**src/rtl/neuron_mac_q44_if.sv**
```systemverilog
// neuron_mac_q44_if: start/stream/result bundle between a neuron MAC and its producer/consumer
interface neuron_mac_q44_if #(
    parameter int IN_WIDTH   = 8,
    parameter int DATA_WIDTH = 19
);
    logic                  start;
    logic [IN_WIDTH-1:0]   bias;
    logic [IN_WIDTH-1:0]   x_in;
    logic [IN_WIDTH-1:0]   w_in;
    logic                  in_valid;
    logic                  in_ready;
    logic [DATA_WIDTH-1:0] acc_out;
    logic                  out_valid;
    logic                  out_ready;
    logic                  sat;
    logic                  busy;
    modport master (
        output start, bias, x_in, w_in, in_valid, out_ready,
        input  in_ready, acc_out, out_valid, sat, busy
    );
    modport slave (
        input  start, bias, x_in, w_in, in_valid, out_ready,
        output in_ready, acc_out, out_valid, sat, busy
    );
endinterface

```
**src/rtl/neuron_mac_q44.sv**
```systemverilog
// neuron_mac_q44: sequential saturating Q3.4 x Q3.4 multiply-accumulate into a Q10.8 neuron pre-activation
module neuron_mac_q44 #(
    parameter int DATA_WIDTH = 19,
    parameter int INT_LENGTH = 10,
    parameter int IN_WIDTH   = 8,
    parameter int N_INPUTS   = 4
) (
    input logic clk,
    input logic rst,
    neuron_mac_q44_if.slave bus
);
    localparam int SH = DATA_WIDTH - INT_LENGTH - 1 - IN_WIDTH / 2;
    localparam int CW = N_INPUTS > 1 ? $clog2(N_INPUTS) : 1;
    localparam logic [DATA_WIDTH-1:0] MAXV = {1'b0, {(DATA_WIDTH-1){1'b1}}};
    localparam logic [DATA_WIDTH-1:0] MINV = {1'b1, {(DATA_WIDTH-1){1'b0}}};
    typedef enum logic [1:0] {IDLE, ACC, OUT} state_t;
    state_t state, state_nx;
    logic [DATA_WIDTH-1:0] acc, acc_nx;
    logic [CW-1:0] count;
    logic sat_r, beat, last, ovf;
    logic signed [2*IN_WIDTH-1:0] prod;
    logic [DATA_WIDTH:0] sum;
    assign beat = bus.in_valid && state == ACC;
    assign last = count == CW'(N_INPUTS - 1);
    assign prod = $signed(bus.x_in) * $signed(bus.w_in);
    assign sum  = {acc[DATA_WIDTH-1], acc} + {{(DATA_WIDTH+1-2*IN_WIDTH){prod[2*IN_WIDTH-1]}}, prod};
    // Extra sign bit disagreeing with the top result bit means the sum left the representable range
    assign ovf    = sum[DATA_WIDTH] != sum[DATA_WIDTH-1];
    assign acc_nx = ovf ? (sum[DATA_WIDTH] ? MINV : MAXV) : sum[DATA_WIDTH-1:0];
    always_ff @(posedge clk) begin
        if (rst) state <= IDLE;
        else     state <= state_nx;
    end
    always_comb begin
        state_nx = state;
        case (state)
            IDLE:    if (bus.start) state_nx = ACC;
            ACC:     if (beat && last) state_nx = OUT;
            OUT:     if (bus.out_ready) state_nx = IDLE;
            default: state_nx = IDLE;
        endcase
    end
    always_comb begin
        bus.in_ready  = state == ACC;
        bus.out_valid = state == OUT;
        bus.busy      = state != IDLE;
        bus.acc_out   = acc;
        bus.sat       = sat_r;
    end
    always_ff @(posedge clk) begin
        if (rst) begin
            acc   <= '0;
            count <= '0;
            sat_r <= 1'b0;
        end else if (state == IDLE && bus.start) begin
            acc   <= {{(DATA_WIDTH-IN_WIDTH-SH){bus.bias[IN_WIDTH-1]}}, bus.bias, {SH{1'b0}}};
            count <= '0;
            sat_r <= 1'b0;
        end else if (beat) begin
            acc   <= acc_nx;
            count <= count + CW'(1);
            sat_r <= sat_r | ovf;
        end
    end
endmodule

```
**src/flat_wrapper.sv**
```systemverilog
// flat-port wrapper written by rule: the top's interface ports become plain ports
module neuron_mac_q44_flat 
#(
    parameter int DATA_WIDTH = 19,
    parameter int INT_LENGTH = 10,
    parameter int IN_WIDTH   = 8,
    parameter int N_INPUTS   = 4
)
  (clk, rst, bus_start, bus_bias, bus_x_in, bus_w_in, bus_in_valid, bus_out_ready, bus_in_ready, bus_acc_out, bus_out_valid, bus_sat, bus_busy);
  neuron_mac_q44_if #(.IN_WIDTH(IN_WIDTH), .DATA_WIDTH(DATA_WIDTH)) bus_i ();
  input logic clk;
  input logic rst;
  input wire logic [$bits(bus_i.start)-1:0] bus_start;
  input wire logic [$bits(bus_i.bias)-1:0] bus_bias;
  input wire logic [$bits(bus_i.x_in)-1:0] bus_x_in;
  input wire logic [$bits(bus_i.w_in)-1:0] bus_w_in;
  input wire logic [$bits(bus_i.in_valid)-1:0] bus_in_valid;
  input wire logic [$bits(bus_i.out_ready)-1:0] bus_out_ready;
  output wire logic [$bits(bus_i.in_ready)-1:0] bus_in_ready;
  output wire logic [$bits(bus_i.acc_out)-1:0] bus_acc_out;
  output wire logic [$bits(bus_i.out_valid)-1:0] bus_out_valid;
  output wire logic [$bits(bus_i.sat)-1:0] bus_sat;
  output wire logic [$bits(bus_i.busy)-1:0] bus_busy;
  assign bus_i.start = bus_start;
  assign bus_i.bias = bus_bias;
  assign bus_i.x_in = bus_x_in;
  assign bus_i.w_in = bus_w_in;
  assign bus_i.in_valid = bus_in_valid;
  assign bus_i.out_ready = bus_out_ready;
  assign bus_in_ready = bus_i.in_ready;
  assign bus_acc_out = bus_i.acc_out;
  assign bus_out_valid = bus_i.out_valid;
  assign bus_sat = bus_i.sat;
  assign bus_busy = bus_i.busy;
  neuron_mac_q44 #(.DATA_WIDTH(DATA_WIDTH), .INT_LENGTH(INT_LENGTH), .IN_WIDTH(IN_WIDTH), .N_INPUTS(N_INPUTS)) u_core (.clk(clk), .rst(rst), .bus(bus_i));
endmodule
```
**config.mk**
```make
export PLATFORM = sky130hd
export DESIGN_NAME = neuron_mac_q44_flat
export DESIGN_NICKNAME = d
export VERILOG_FILES = /design/src/rtl/neuron_mac_q44_if.sv /design/src/rtl/neuron_mac_q44.sv /design/src/flat_wrapper.sv
export SDC_FILE = /design/constraint.sdc
export NUM_CORES = 1
export LEC_CHECK = 0
export BUFFER_PORTS_ARGS = -buffer_cell sky130_fd_sc_hd__clkbuf_2
export CORE_UTILIZATION = 55
export DETAILED_ROUTE_END_ITERATION = 16
export PLACE_DENSITY_LB_ADDON = 0.3
export SYNTH_ARGS = -nofsm -noshare
export SYNTH_HDL_FRONTEND = slang
export SYNTH_SLANG_ARGS = --single-unit
```
**constraint.sdc**
```tcl
create_clock -name clk -period 6.43 [get_ports clk]
set_input_delay 0.643 -clock clk [delete_from_list [all_inputs] [get_ports clk]]
set_output_delay 0.643 -clock clk [all_outputs]
set_load 0.005 [all_outputs]
```
==> reports/results.md, run 1 <==
| Metric | Reported |
|---|---|
| Area added between synthesis and finish | 9.172% |
| Setup bufs post-CTS | 0 |
| Most common cell after layout, fill and taps aside | inv_1 |
| Register area share after synthesis | 0.1039 |
| Pre-CTS setup slack | 0.1747 ns |
| Deepest clock path buffer count | 2 |
| Resized Gates After CTS | 0 |
| Worst path cell trace | clkbuf_2 > and2_1 > buf_4 > fa_1 > inv_1 > fa_1 > inv_1 > fa_1 > fa_1 > ha_1 > ha_1 > a21o_1 > a21oi_1 > nand2_1 > o211ai_1 > a21oi_1 > nor2_1 > xnor2_1 > ha_1 > inv_1 > nor2_1 > and4_1 > a211oi_1 > a21oi_1 |
| Number of nets in the layout | 697 |
| Count of fill cells added during filler insertion | 706 |
| Number of failing setup endpoints in the final timing report | 0 |
| Multiplexer share of the synthesized area | 0 |
| Slowest CP cell | fa_1 |
| Cell Rows | 33 |
| Std-Cell Core Area | 8175 sq um |
| Most Frequent Cell on Critical Path | fa_1 |
| CTS tree | yes |
| Instance count of the mapped netlist | 481 |
| Net count after synthesis | 646 |
| Max Fanout on Critical Path | 11 |
| Post-synthesis sequential element count | 24 |
| Largest net degree at the start of global routing | 19 |
| Detailed placer's ending HPWL | 8.455 mm |
| Final weighted congestion in routability-driven placement | 0.9060 |
| Number of vias per cell after detailed routing | 5.446 |
| Area fraction of the dominant cell type after synthesis | 0.3810 |
| Final Hold Vio Count | 0 |
| Number of buffers added to fix hold violations after cts | 0 |
| Simple-gate area share of the yosys netlist | 0.1204 |
| Worst-case setup margin in the final layout | 0.4064 ns |
| Commonest cells after routing, fill and taps aside | 93 x inv_1, 88 x fa_1, 51 x clkbuf_2, 48 x ha_1, 36 x nand2_1 |
| Library cell occupying the most area in the post-synthesis netlist | fa_1 |
| Via count of the first global-routing pass | 3,586 |
| Total congestion overflow after global routing | 0 |
| Clock transition at the register clock pins on the worst setup and hold paths after CTS | 0.09 ns |
| Commonest register cell after synthesis | dfxtp_1 |
| Port bufs | 51 |
| Accumulated negative setup slack | 0 ns |
| Critical path endpoint category | flop |
| Fraction of registers with async set/reset | 0 |
| Final clock period utilization by the worst path | 0.9368 |
| Antenna diode count | 0 |
| I/O pin count | 52 |
| Flop2flop setup slack | 0.70 ns |
| Arrival time reported for the critical path endpoint | 6.23 ns |
| Die Footprint | 8779 sq um |
| Worst-case clock skew | 0.007932 ns |
| Post-route minimum period | 6.024 ns |
| Number of synthesized flops with an enable pin | 0 |
| Dominant delay contributor by cell family on the critical path | adder cells |
| F_max | 166.0 MHz |
| Fraction of layout cells with a size suffix above 1 | 0.1377 |
| Netlist cell types | 47 |
| Total of max-cap violations | 0 |
| Critical path required time | 6.64 ns |
| Die X | 93.70 um |
| Vert. Die Dim | 93.70 um |
| Final wirelength | 9.660 mm |
| Post-synthesis share of cell area spent on full adders, half adders and majority gates | 0.5108 |
| Critical path buffer and inverter count | 5 |
| CTS buffer count | 3 |
| Slew of the pin with the lowest slew margin | 0.8756 ns |
| Type of the worst setup path | input port to flop |
| DRC violations left | 2 |
| Antenna viol nets, final | 0 |
| Via count of the routed design | 3,458 |
| Iteration count of the initial detailed-routing pass | 11 |
| Number of warnings issued by yosys | 0 |
| Clk Tree Root Cell | clkbuf_8 |
| Violations in the final reports | DRC |
| Effective utilization at floorplan | 0.5657 |
| Dominant combinational cell family by area after synthesis | adder cells |
| Count of routing violations after the opening detailed-route iteration | 137 |
| Largest cells by area after synthesis | fa_1 38%, ha_1 13%, dfxtp_1 10% |
| Delay of the slowest cell on the worst path | 0.55 ns |
| Initial antenna violation count | 0 |
| Kind of start point of the critical path | input port |
| Latest clock arrival within the worst-skew pair | 0.27 ns |
| Netlist area before placement | 4624 sq um |
| Overall routing resource usage | 0.2446 |
| # clock sinks | 24 |
| CTS HTree Levels | 1 |
| Min-Delay Path Class | flop to flop |
| Global-route wire length before repair | 16.75 mm |
| RSZ-0062 raised after global routing | false |
| Syn_area_per_cell | 9.614 sq um |
| Compound-Gate Fraction of Synth Area | 0.1380 |
| Slew Limit Headroom | 0.4141 |
| Post-synthesis xor/xnor area fraction | 0.04167 |
| Result of the run | finished, violations left |
| Max-slew violations | 0 |
| Average wire per standard cell | 15.21 um |
## layout make-up
cell class / count / area (sq um) / share of cell area
multi-input cells: 353 / 3750 / 0.7428
flip-flops and latches: 24 / 480.5 / 0.09517
inverters: 94 / 352.8 / 0.06989
repair buffers: 56 / 292.8 / 0.05799
well taps: 105 / 131.4 / 0.02602
clock buffers: 3 / 41.29 / 0.008178
## cells by family after synthesis
group | after synthesis
AO/OA/AOI/OAI | 87
buffers and inverters | 104
XOR/XNOR | 19
AND/OR/NAND/NOR | 111
flip-flops | 24
adder cells (fa/ha/maj) | 136
## synthesized netlist by cell type, types with 2 or more instances
master and number:
a211oi_1 13, a21o_1 2, a21oi_1 22, a221oi_1 3, a221oi_2 2, a222oi_1 5
a22oi_1 7, a31oi_1 5, and2_1 32, clkbuf_1 9, dfxtp_1 24, fa_1 88
ha_1 48, inv_1 93, nand2_1 36, nand2b_1 5, nor2_1 22, nor2b_1 3
nor3_1 2, o2111ai_1 2, o211ai_1 3, o21a_1 3, o21ai_0 8, o21bai_1 2
o22ai_1 2, or2_2 4, xnor2_1 14, xor2_1 3
## layer usage
metal | GRT usage | up-vias | routed length, um
met5 | 0 | - | 0
li1 | - | 1651 | -
met2 | 0.4118 | 87 | 4582
met3 | 0.01133 | 11 | 368
met1 | 0.3518 | 1709 | 4593
met4 | 0.05256 | 0 | 115
## stage by stage
stage	instances	hold WS, ns	util	cell area, sq um
floorplan	481	0.4400	-	4624
global placement	632	0.4469	0.6125	5007
detailed placement	632	0.4633	0.6125	5007
CTS	635	0.4750	0.6175	5049
global route	635	0.5068	0.6175	5049
finish	635	0.4668	0.6175	5049
## sequential cells by signal, indices dropped and copies added, names as in the netlist
name                count
u_core.bus.acc_out     19
u_core.count            2
u_core.state            2
u_core.bus.sat          1
## worst paths after layout
kind,start,end,cells after the start
worst max-delay path,bus_w_in[0],u_core.bus.acc_out[16],24
worst min-delay path,u_core.count[1],u_core.count[1],2
worst max register to register,u_core.bus.acc_out[6],u_core.bus.acc_out[16],23
worst min register to register,u_core.count[1],u_core.count[1],2
## worst min-delay path, delay by kind of cell, from the launching register on
kind             cells  cell delay (ns)
AO/OA/AOI/OAI        1             0.06
flip-flops           1             0.32
AND/OR/NAND/NOR      1             0.05
Power of run 1 is not shown: default switching activity piles up to over one toggle a cycle in this logic, so the estimate is an artifact.
==> inputs of run 2 (changes only) <==
--- a/config.mk
+++ b/config.mk
@@ -8,6 +8,7 @@
 export BUFFER_PORTS_ARGS = -buffer_cell sky130_fd_sc_hd__clkbuf_2
 export CORE_UTILIZATION = 55
 export DETAILED_ROUTE_END_ITERATION = 16
+export GPL_TIMING_DRIVEN = 0
 export PLACE_DENSITY_LB_ADDON = 0.3
 export SYNTH_ARGS = -nofsm -noshare
 export SYNTH_HDL_FRONTEND = slang
==> reports/results.md, run 2 (synthesized netlist as in run 1, its figures left out) <==
| Metric | Reported | vs previous |
|---|---|---|
| Result of the run | finished, violations left |  |
| Violations in the final reports | DRC |  |
| Number of nets in the layout | 702 | +0.72% |
| Initial antenna violation count | 0 | unchanged |
| Port bufs | 49 | -3.9% |
| Critical path required time | 6.57 ns | -0.07 ns |
| Final wirelength | 9.580 mm | -0.83% |
| Count of routing violations after the opening detailed-route iteration | 161 | +18% |
| RSZ-0062 raised after global routing | false |  |
| CTS tree | yes |  |
| Slowest CP cell | fa_1 |  |
| Antenna diode count | 0 | unchanged |
| Via count of the routed design | 3,457 | -0.029% |
| Clock transition at the register clock pins on the worst setup and hold paths after CTS | 0.08 ns | about the same |
| Multi-input combinational cell area | 3762 sq um | +0.33% |
| Worst path cell trace | clkbuf_2 > and2_4 > buf_4 > fa_1 > fa_1 > fa_1 > fa_1 > ha_1 > ha_1 > a21o_1 > a21oi_1 > nand2_1 > o211ai_1 > a21oi_1 > nor2_1 > xnor2_1 > ha_1 > inv_1 > nor2_4 > and4_1 > a211oi_1 > a21oi_1 |  |
| Cell Rows | 33 | unchanged |
| Detailed placer's ending HPWL | 8.415 mm | -0.47% |
| Die X | 93.70 um | unchanged |
| Post-route minimum period | 6.082 ns | +0.05826 ns |
| Number of vias per cell after detailed routing | 5.393 | -0.96% |
| I/O pin count | 52 | unchanged |
| Final clock period utilization by the worst path | 0.9459 | +0.009060 |
| Max-slew violations | 0 | unchanged |
| # clock sinks | 24 | unchanged |
| F_max | 164.4 MHz | -0.96% |
| Most Frequent Cell on Critical Path | fa_1 |  |
| Antenna viol nets, final | 0 | unchanged |
| Arrival time reported for the critical path endpoint | 6.23 ns | about the same |
| DRC violations left | 2 | unchanged |
| CTS buffer count | 3 | unchanged |
| Worst-case clock skew | 0.001396 ns | -0.006536 ns |
| Effective utilization at floorplan | 0.5657 | unchanged |
| Slew Limit Headroom | 0.6817 | +0.2676 |
| Delay of the slowest cell on the worst path | 0.53 ns | -0.02 ns |
| Number of failing setup endpoints in the final timing report | 0 | unchanged |
| Register Area | 480.5 sq um | unchanged |
| Clk Tree Root Cell | clkbuf_8 |  |
| Number of buffers added to fix hold violations after cts | 0 | unchanged |
| Total congestion overflow after global routing | 0 | unchanged |
| Flip-flop count of the largest register, all copies and words added | 19 | unchanged |
| Final weighted congestion in routability-driven placement | 0.8945 | -1.3% |
| Iteration count of the initial detailed-routing pass | 11 | unchanged |
| Die Footprint | 8779 sq um | unchanged |
| Most common cell after layout, fill and taps aside | inv_1 |  |
| Fraction of layout cells with a size suffix above 1 | 0.1418 | +0.004055 |
| Total of max-cap violations | 0 | unchanged |
| Min-Delay Path Class | flop to flop |  |
| Count of fill cells added during filler insertion | 704 | -0.28% |
| Type of the worst setup path | input port to flop |  |
| Commonest cells after routing, fill and taps aside | 93 x inv_1, 88 x fa_1, 51 x clkbuf_2, 48 x ha_1, 36 x nand2_1 |  |
| Overall routing resource usage | 0.2480 | +0.003381 |
| Critical path endpoint category | flop |  |
| Average wire per standard cell | 14.95 um | -1.8% |
| Final Hold Vio Count | 0 | unchanged |
| Std-Cell Core Area | 8175 sq um | unchanged |
| Vert. Die Dim | 93.70 um | unchanged |
| Kind of start point of the critical path | input port |  |
| Post-route core utilization | 0.6226 | +0.005051 |
| CTS HTree Levels | 1 | unchanged |
| Largest net degree at the start of global routing | 14 | -5 |
| Latest clock arrival within the worst-skew pair | 0.27 ns | about the same |
| Critical path buffer and inverter count | 3 | -2 |
| Deepest clock path buffer count | 2 | unchanged |
| Via count of the first global-routing pass | 3,653 | +1.9% |
| Area added between synthesis and finish | 10.06% |  |
| Global-route wire length before repair | 17.08 mm | +2.0% |
| Max Fanout on Critical Path | 11 | unchanged |
| Dominant delay contributor by cell family on the critical path | adder cells |  |
| Slew of the pin with the lowest slew margin | 0.4758 ns | -0.3999 ns |
-- run 2: worst min-delay path: cells and delay by family (launching register included) --
family          cells  cell delay [ns]
compound gates      1             0.05
flops               1             0.32
simple gates        1             0.05
-- run 2: final timing paths --
path | start | end | slack, ns | cells past startpoint
max | bus_x_in[7] | u_core.bus.acc_out[16] | 0.35 | 22
min | u_core.count[1] | u_core.count[1] | 0.47 | 2
max reg2reg | u_core.bus.acc_out[6] | u_core.bus.acc_out[16] | 0.65 | 23
min reg2reg | u_core.count[1] | u_core.count[1] | 0.47 | 2
-- run 2: cell type report --
| type | instances | area share |
|---|---|---|
| buffer | 10 | 0.008604 |
| clock buffer | 4 | 0.01082 |
| inverter | 94 | 0.07006 |
| multi-input combinational | 353 | 0.7392 |
| sequential | 24 | 0.09440 |
| tap | 105 | 0.02581 |
| timing repair buffer | 51 | 0.05113 |
-- run 2: timing repair --
item	4_1_cts	5_1_grt
pin swaps	0	2
endpoints found under the setup margin	19	18
resized for setup	4	7
buffers inserted	0	2
-- run 2: stage by stage --
step	area, sq um	setup TNS [ns]	std cells	setup slack (ns)	hold WS (ns)
floorplan	4624	0	481	0.2499	0.4400
global placement	5001	-8.567	635	-0.6709	0.4483
detailed placement	5001	-9.903	635	-0.7124	0.4583
CTS	5062	0	639	0.09683	0.4712
global route	5090	0	641	0.02931	0.5056
finish	5090	0	641	0.3481	0.4710
-- run 2: routing by layer --
layer | track usage | part of all wire
met1 | 0.3417 | 0.45
met2 | 0.4258 | 0.49
met3 | 0.02751 | 0.046
met4 | 0.04615 | 0.011
met5 | 0 | 0
Power of run 2 is left out for the same reason.
